$ cat src/rtl/freq_meter_pkg.sv
// ============================================================================
// Module   : freq_meter_pkg
// Brief    : Shared state encoding and defaults for the frequency meter control.
// Revision : 1.0
// ============================================================================
`default_nettype none

package freq_meter_pkg;

   typedef enum logic [1:0] {
      IDLE  = 2'd0,
      CLEAR = 2'd1,
      GATE  = 2'd2,
      LATCH = 2'd3
   } state_t;

   localparam int unsigned c_default_gate_cycles = 1000;
   localparam int unsigned c_default_timer_w     = 10;

endpackage

`default_nettype wire

$ cat src/rtl/freq_meter_ctrl_edge_sync.sv
// ============================================================================
// Module   : edge_sync
// Brief    : Two-flop synchroniser plus history flop; one-cycle rising-edge pulse.
// Revision : 1.0
// ============================================================================
`default_nettype none

module edge_sync (
   input  logic clk,
   input  logic rst,
   input  logic sig_in,
   output logic rise
);

   logic r_s1;
   logic r_s2;
   logic r_s3;

   always_ff @(posedge clk) begin
      if (rst) begin
         r_s1 <= 1'b0;
         r_s2 <= 1'b0;
         r_s3 <= 1'b0;
      end else begin
         r_s1 <= sig_in;
         r_s2 <= r_s1;
         r_s3 <= r_s2;
      end
   end

   assign rise = r_s2 & ~r_s3;

endmodule

`default_nettype wire

$ cat src/rtl/freq_meter_ctrl.sv
// ============================================================================
// Module   : freq_meter_ctrl
// Brief    : Gate-window controller turning a 3-digit BCD counter into a frequency meter.
// Revision : 1.0
// ============================================================================
`default_nettype none

module freq_meter_ctrl
   import freq_meter_pkg::*;
#(
   parameter int unsigned GATE_CYCLES = c_default_gate_cycles,
   parameter int unsigned TIMER_W     = c_default_timer_w
) (
   input  logic clk,
   input  logic rst,
   input  logic run,
   input  logic sig_in,
   input  logic enb_machine,
   output logic cnt_enable,
   output logic cnt_ld,
   output logic cnt_rst,
   output logic gate,
   output logic meas_done,
   output logic overflow
);

   localparam logic [TIMER_W-1:0] c_timer_last = TIMER_W'(GATE_CYCLES - 1);

   state_t               r_state;
   state_t               w_state_nxt;
   logic [TIMER_W-1:0]   r_timer;
   logic                 r_ovf_acc;
   logic                 r_overflow;
   logic                 r_meas_done;
   logic                 w_rise;

   edge_sync u_edge_sync (
      .clk    (clk),
      .rst    (rst),
      .sig_in (sig_in),
      .rise   (w_rise)
   );

   always_ff @(posedge clk) begin
      if (rst) begin
         r_state <= IDLE;
      end else begin
         r_state <= w_state_nxt;
      end
   end

   // Dropping run inside the window aborts before the timer check, so an
   // aborted window never reaches LATCH.
   always_comb begin
      w_state_nxt = r_state;
      cnt_enable  = 1'b0;
      cnt_ld      = 1'b0;
      cnt_rst     = 1'b0;
      gate        = 1'b0;
      case (r_state)
         IDLE: begin
            cnt_rst = 1'b1;
            if (run) w_state_nxt = CLEAR;
         end
         CLEAR: begin
            cnt_rst     = 1'b1;
            w_state_nxt = run ? GATE : IDLE;
         end
         GATE: begin
            gate       = 1'b1;
            cnt_enable = w_rise;
            if (!run) begin
               w_state_nxt = IDLE;
            end else if (r_timer == c_timer_last) begin
               w_state_nxt = LATCH;
            end
         end
         LATCH: begin
            cnt_ld      = 1'b1;
            w_state_nxt = run ? CLEAR : IDLE;
         end
         default: begin
            w_state_nxt = IDLE;
            cnt_rst     = 1'b1;
         end
      endcase
   end

   always_ff @(posedge clk) begin
      if (rst) begin
         r_timer   <= '0;
         r_ovf_acc <= 1'b0;
      end else begin
         case (r_state)
            CLEAR: begin
               r_timer   <= '0;
               r_ovf_acc <= 1'b0;
            end
            GATE: begin
               r_timer <= r_timer + TIMER_W'(1);
               // An edge counted while the chain reads 999 wraps it to 000.
               if (enb_machine && w_rise) r_ovf_acc <= 1'b1;
            end
            default: ;
         endcase
      end
   end

   always_ff @(posedge clk) begin
      if (rst) begin
         r_overflow  <= 1'b0;
         r_meas_done <= 1'b0;
      end else begin
         r_meas_done <= (r_state == LATCH);
         if (r_state == LATCH) r_overflow <= r_ovf_acc;
      end
   end

   assign meas_done = r_meas_done;
   assign overflow  = r_overflow;

endmodule

`default_nettype wire

$ cat config.mk
export PLATFORM = sky130hd
export DESIGN_NAME = freq_meter_ctrl
export DESIGN_NICKNAME = d
export VERILOG_FILES = /design/src/rtl/freq_meter_pkg.sv /design/src/rtl/freq_meter_ctrl_edge_sync.sv /design/src/rtl/freq_meter_ctrl.sv
export SDC_FILE = /design/constraint.sdc
export NUM_CORES = 1
export LEC_CHECK = 0
export CORE_AREA = 2 2 50 52
export CTS_CLUSTER_DIAMETER = 30
export DETAILED_ROUTE_END_ITERATION = 10
export DIE_AREA = 0 0 52 54
export DONT_BUFFER_PORTS = 1
export MAX_ROUTING_LAYER = met4
export PLACE_DENSITY = 0.52
export SLEW_MARGIN = 20
export SYNTH_ARGS = -nofsm -noshare
export SYNTH_HDL_FRONTEND = slang
export SYNTH_SLANG_ARGS = --single-unit
$ cat constraint.sdc
create_clock -name clk -period 2.53 [get_ports clk]
set_clock_uncertainty 0.2 [all_clocks]
set_input_delay 0.1265 -clock clk [delete_from_list [all_inputs] [get_ports clk]]
set_output_delay 0.1265 -clock clk [all_outputs]
set_load 0.02 [all_outputs]
==> impl_metrics.toml, run 1 <==
[setup_path]
crit_family = "buffers and inverters"
path_class = "reg2reg"
cp.arrival_ns = 2.30
critPathSlowestCell = "dlygate4sd3_1"
crit_chain = "inv_1 > ha_2 > inv_1 > nor3b_1 > buf_4 > nand2_1 > a21oi_1 > dlygate4sd3_1"
crit_fanout = 7
startpoint_type = "register"
startpoint = "r_state[0]"
crit_top_cell = "inv_1"
r2r-start = "r_state[0]"
max_stage_delay_ns = 0.55
critPathRequiredTime_ns = 2.58
worstSetupEndpointType = "register"
worst-path-buf-inv = 4

[cts]
h-tree-depth = 1
root_buffer = "clkbuf_4"
cts_sinks = 18
clk_latency_ns = 0.29
path_clk_slew_ns = 0.11
cts_setup_buffers = 0
cts_tree = "done"
clock_path_buffers = 2
cts_buffers = 3

[global_routing]
grt_pass1_vias = 589
grt_max_degree = 12
grt.total_usage_pct = 12.9
antenna_found_initial = 0
grt-ovfl-total = 0
grt_pass1_wl_um = 2560

[floorplanning]
initial_core_util_pct = 36.5
ios = 11
die_y_um = 54
fp.dieW_um = 52
core_um2 = 2320
rows = 18
fp.dieArea_um2 = 2810

[synthesis]
synth_compound_area_share_pct = 10.3
synth_xor_area_share_pct = 6.20
yosysTopAreaCell = "dfxtp_1"
synthSimpleGateAreaFrac_pct = 26.3
ys_ff_latch = 18
synth_top_family_by_area = "simple AND/OR/NAND/NOR gates"
ys.warnings.count = 0
yosysTopAreaCellShare_pct = 42.5
syn_area_per_cell_um2 = 8.92
synthAdderAreaFrac_pct = 7.39
synthMuxAreaShare_pct = 3.55
synthCells = 95
syn-num-nets = 105
synth.cell_area_um2 = 847
synth.distinct_cells = 26
yosys-top-cells-area = "dfxtp_1 43%, ha_1 7.4%, nor2_1 4.0%"
yosysSeqAreaShare_pct = 42.5

[place]
place_congestion = 0.744
hpwl_um = 1040
io_buffers = 0

[route]
routedWlPerCell_um = 11.3
viasPerCell = 4.94
firstDrtPassIters = 4
num_vias = 652
drtAntennaViolNets = 0
drtIter0Drc = 23
routed_wl_um = 1490
drc = 0

[hold_path]
hold_start = "u_edge_sync.r_s1"
hold_class = "reg2reg"

[sta]
hold_viol = 0
finalMaxSlewViolations = 0
worst_pin_slew_ns = 0.399
tns_ns = 0
rsz0062_at_grt = "false"
min_period_over_period_pct = 89.2
setup_viol = 0
slew_headroom_pct = 73.3
timing.final.crit_period_ns = 2.26
fmax_ghz = 0.443

[power]
p_per_area_nw_per_um2 = 553
p_leak_nw = 0.359
p_total_w = 0.000532
ir_drop_mv = 0.210

[final_layout]
diodes = 0
area_delta_synth_final_pct = 13.6
final_common_cell = "dfxtp_1"
layout.nets = 113
final_cell_mix = "18 x dfxtp_1, 9 x nor2_1, 8 x nand2_1"
layout-drive-gt1-share_pct = 9.80

[status]
status = "completed"

[job]
maxCapViolations = 0
## synth_stat cells (all sizes together)
cell     n
o211ai   1
a21o     2
and4     1
a311oi   1
dfxtp   18
nand3b   2
buf      1
mux2i    3
ha       5
nand3    2
a21oi    5
or2      1
nand2    8
xnor2    3
nand2b   2
inv      6
nor2b    5
nor2     9
xor2     3
or3      3
nand4    4
clkbuf   1
nor3     3
nor3b    1
o21ai    5
## logic make-up after synthesis
| logic type | Yosys count |
|---|---|
| flip-flops | 18 |
| adder cells (fa/ha/maj) | 5 |
| AO/OA/AOI/OAI | 14 |
| multiplexers | 3 |
| XOR/XNOR | 6 |
| AND/OR/NAND/NOR | 41 |
| buffers and inverters | 8 |
## flip-flops by register name, indices dropped and copies added, names as in the netlist
signal,cells
r_timer,10
r_state,2
meas_done,1
overflow,1
r_ovf_acc,1
u_edge_sync.r_s1,1
u_edge_sync.r_s2,1
u_edge_sync.r_s3,1
## power by group
part | switching (W) | total (W) | internal [W]
Clock | 0.0000928 | 0.000180 | 0.0000877
Combinational | 0.0000356 | 0.0000584 | 0.0000228
Sequential | 0.00000443 | 0.000293 | 0.000288
Total | 0.000133 | 0.000532 | 0.000399
## cell type report
class	count	area [um^2]
well taps	30	37.5
inverters	6	22.5
multi-input cells	69	458
fillers	230	1360
flip-flops and latches	18	360
clock buffers	4	36.3
repair buffers	5	47.5
## per-layer routing
| metal | share of wire, % | GRT usage, % | routed length, um |
|---|---|---|---|
| met1 | 52 | 17.2 | 772 |
| met2 | 42 | 17.7 | 622 |
| met3 | 4.8 | 3.61 | 72 |
| met4 | 1.4 | 6.58 | 21 |
| met5 | 0 | - | 0 |
## worst reg2reg max path: stages (launching register included)
cell	delay [ns]
dfxtp_1	0.36
inv_1	0.11
ha_2	0.33
inv_1	0.11
nor3b_1	0.20
buf_4	0.17
nand2_1	0.06
a21oi_1	0.11
dlygate4sd3_1	0.55
## final timing paths
check / to / slack [ns] / cells after the start
hold / removal: u_edge_sync.r_s2 / 0.25 / 1
setup reg to reg: r_ovf_acc / 0.27 / 8
setup / recovery: r_ovf_acc / 0.27 / 8
hold reg to reg: u_edge_sync.r_s2 / 0.25 / 1
## timing repair
item / in CTS / in global routing
endpoints found under the hold margin: 18 / 0
hold buffers: 4 / 0
endpoints found under the setup margin: 0 / 1
resized for setup: 0 / 1
## through the flow
step                worst slack (ns)  hold WS (ns)  area, um^2  utilization, %  std cells
finish                         0.274         0.255         962            41.5        132
global route                  0.0342         0.283         962            41.5        132
CTS                            0.108         0.256         960            41.4        132
detailed placement             0.562     -0.000697         883            38.1        124
global placement               0.653      -0.00211         883            38.1        124
floorplan                      0.556        0.0547         847               -         95
No activity file was read; power rests on OpenSTA's default activity.
==> inputs of run 2 (changes only) <==
ABC_AREA = 1   (was not set)
HOLD_SLACK_MARGIN = 0.15   (was not set)
==> impl_metrics.toml, run 2 <==
[hold_path]
hold_class = "reg2reg"

[global_routing]
grt-ovfl-total = 0
grt-busiest-layer = "met2"
antenna_found_initial = 0
grt_pass1_wl_um = 2840
grt_pass1_vias = 654
grt_max_degree = 11
grt.total_usage_pct = 14.3
use_met1_pct = 17.7
use_met3_pct = 3.06
use_met2_pct = 21.7

[synthesis]
synth.distinct_cells = 20
synth_edf_count = 0
synthCells = 118
synthTopCellsByCount = "25 x nand2_1, 19 x inv_1, 18 x dfxtp_1"
ys.warnings.count = 0
yosysMostFrequentCell = "nand2_1"
async_flop_share_pct = 0
yosys-top-cells-area = "dfxtp_1 42%, nand2_1 11%, inv_1 8.3%"
syn-num-nets = 128
yosysSeqAreaShare_pct = 42.0
syn_area_per_cell_um2 = 7.27
synthFlopType = "dfxtp_1"
ys_ff_latch = 18
yosysTopAreaCell = "dfxtp_1"
synth.cell_area_um2 = 858
yosysTopAreaCellShare_pct = 42.0

[sta]
slew_headroom_pct = 74.6
hold_viol = 0
min_period_over_period_pct = 80.7
setup_viol = 0
worst_pin_slew_ns = 0.380
rsz0062_at_grt = "false"
fmax_ghz = 0.490
tns_ns = 0
timing.final.crit_period_ns = 2.04
finalMaxSlewViolations = 0

[final_layout]
regMostFlops = "r_timer"
layout-drive-gt1-share_pct = 10.3
utilization_pct = 42.1
final_common_cell = "nand2_1"
reg_top3 = "r_timer: 10 flops, r_state: 2 flops"
layout.nets = 137
final_cell_mix = "25 x nand2_1, 19 x inv_1, 18 x dfxtp_1"
largest_reg_flops = 10
area_delta_synth_final_pct = 13.7
diodes = 0

[cts]
root_buffer = "clkbuf_4"
cts_tree = "done"
h-tree-depth = 1
cts_sinks = 18
ctsResizeCount = 0
cts_buffers = 3
clk_latency_ns = 0.29
clock_path_buffers = 2
path_clk_slew_ns = 0.11

[floorplanning]
fp.dieW_um = 52
fp.dieArea_um2 = 2810
die_y_um = 54
initial_core_util_pct = 37.0
core_um2 = 2320
ios = 11
rows = 18

[setup_path]
worst-path-buf-inv = 2
critPathRequiredTime_ns = 2.20
path_class = "reg2out"
max_stage_delay_ns = 0.43
critPathSlowestCell = "dfxtp_1"
cp.arrival_ns = 1.72
worstSetupEndpointType = "primary output"
crit_family = "flip-flops"
crit_chain = "ha_1 > inv_1 > nor3_1 > buf_4"
crit_fanout = 6
startpoint_type = "register"

[place]
place_congestion = 0.734
hpwl_um = 1190
io_buffers = 0

[power]
p_per_area_nw_per_um2 = 550
p_total_w = 0.000537
ir_drop_mv = 0.273
p_leak_nw = 0.427

[route]
drtIter0Drc = 14
drc = 0
viasPerCell = 4.53
firstDrtPassIters = 4
num_vias = 706
routed_wl_um = 1600
routedWlPerCell_um = 10.3
drtAntennaViolNets = 0

[job]
maxCapViolations = 0

[status]
status = "completed"
-- run 2: area by class of cell --
type	instances	area [um^2]
tap	30	37.5
inverter	20	75.1
multi-input combinational	79	419
sequential	18	360
clock buffer	4	36.3
timing repair buffer	5	47.5
fill	257	1340
-- run 2: cells by family (layout without fill, tap and decap cells) --
kind of cell | after synthesis | in the layout | share of synthesized area (%)
AO/OA/AOI/OAI | 19 | 19 | 11.5
adder cells (fa/ha/maj) | 5 | 5 | 7.29
buffers and inverters | 21 | 29 | 9.18
flip-flops | 18 | 18 | 42.0
AND/OR/NAND/NOR | 55 | 55 | 30.0
-- run 2: worst paths after layout --
| path | start | endpoint | slack (ns) | depth (start not counted) |
|---|---|---|---|---|
| hold / removal | u_edge_sync.r_s1 | u_edge_sync.r_s2 | 0.21 | 2 |
| setup / recovery | r_state[1] | cnt_enable | 0.49 | 4 |
| setup reg to reg | r_state[1] | r_timer[4] | 0.64 | 5 |
| hold reg to reg | u_edge_sync.r_s1 | u_edge_sync.r_s2 | 0.21 | 2 |
-- run 2: tightest hold or removal path: cells and delay by family, from the launching register on --
kind / cells / cell delay [ns]
buf+inv: 1 / 0.04
flops: 1 / 0.31
simple gates: 1 / 0.03
-- run 2: timing repair --
action	CTS	global route
endpoints found under the setup margin	0	0
buffers inserted	0	0
endpoints found under the hold margin	18	0
hold buffers	4	0
-- run 2: power by group --
group,switching [W],internal (W)
combinational,0.0000399,0.0000217
sequential,0.00000541,0.000289
clock,0.0000931,0.0000877
-- run 2: through the flow --
stage / hold WS, ns / area (um^2) / setup slack (ns) / std cells
final: 0.211 / 976 / 0.488 / 156
after global routing: 0.272 / 976 / 0.307 / 156
after CTS: 0.216 / 976 / 0.439 / 156
after detailed placement: -0.00145 / 900 / 0.644 / 148
after global placement: -0.00199 / 900 / 0.661 / 148
after floorplan: 0.0335 / 858 / 0.614 / 118
-- run 2: routing by layer --
| layer | up-vias | routed length, um | part of all wire (%) |
|---|---|---|---|
| li1 | 388 | - | - |
| met4 | 0 | 13 | 0.81 |
| met5 | - | 0 | 0 |
| met2 | 9 | 731 | 46 |
| met3 | 2 | 56 | 3.5 |
| met1 | 307 | 799 | 50 |
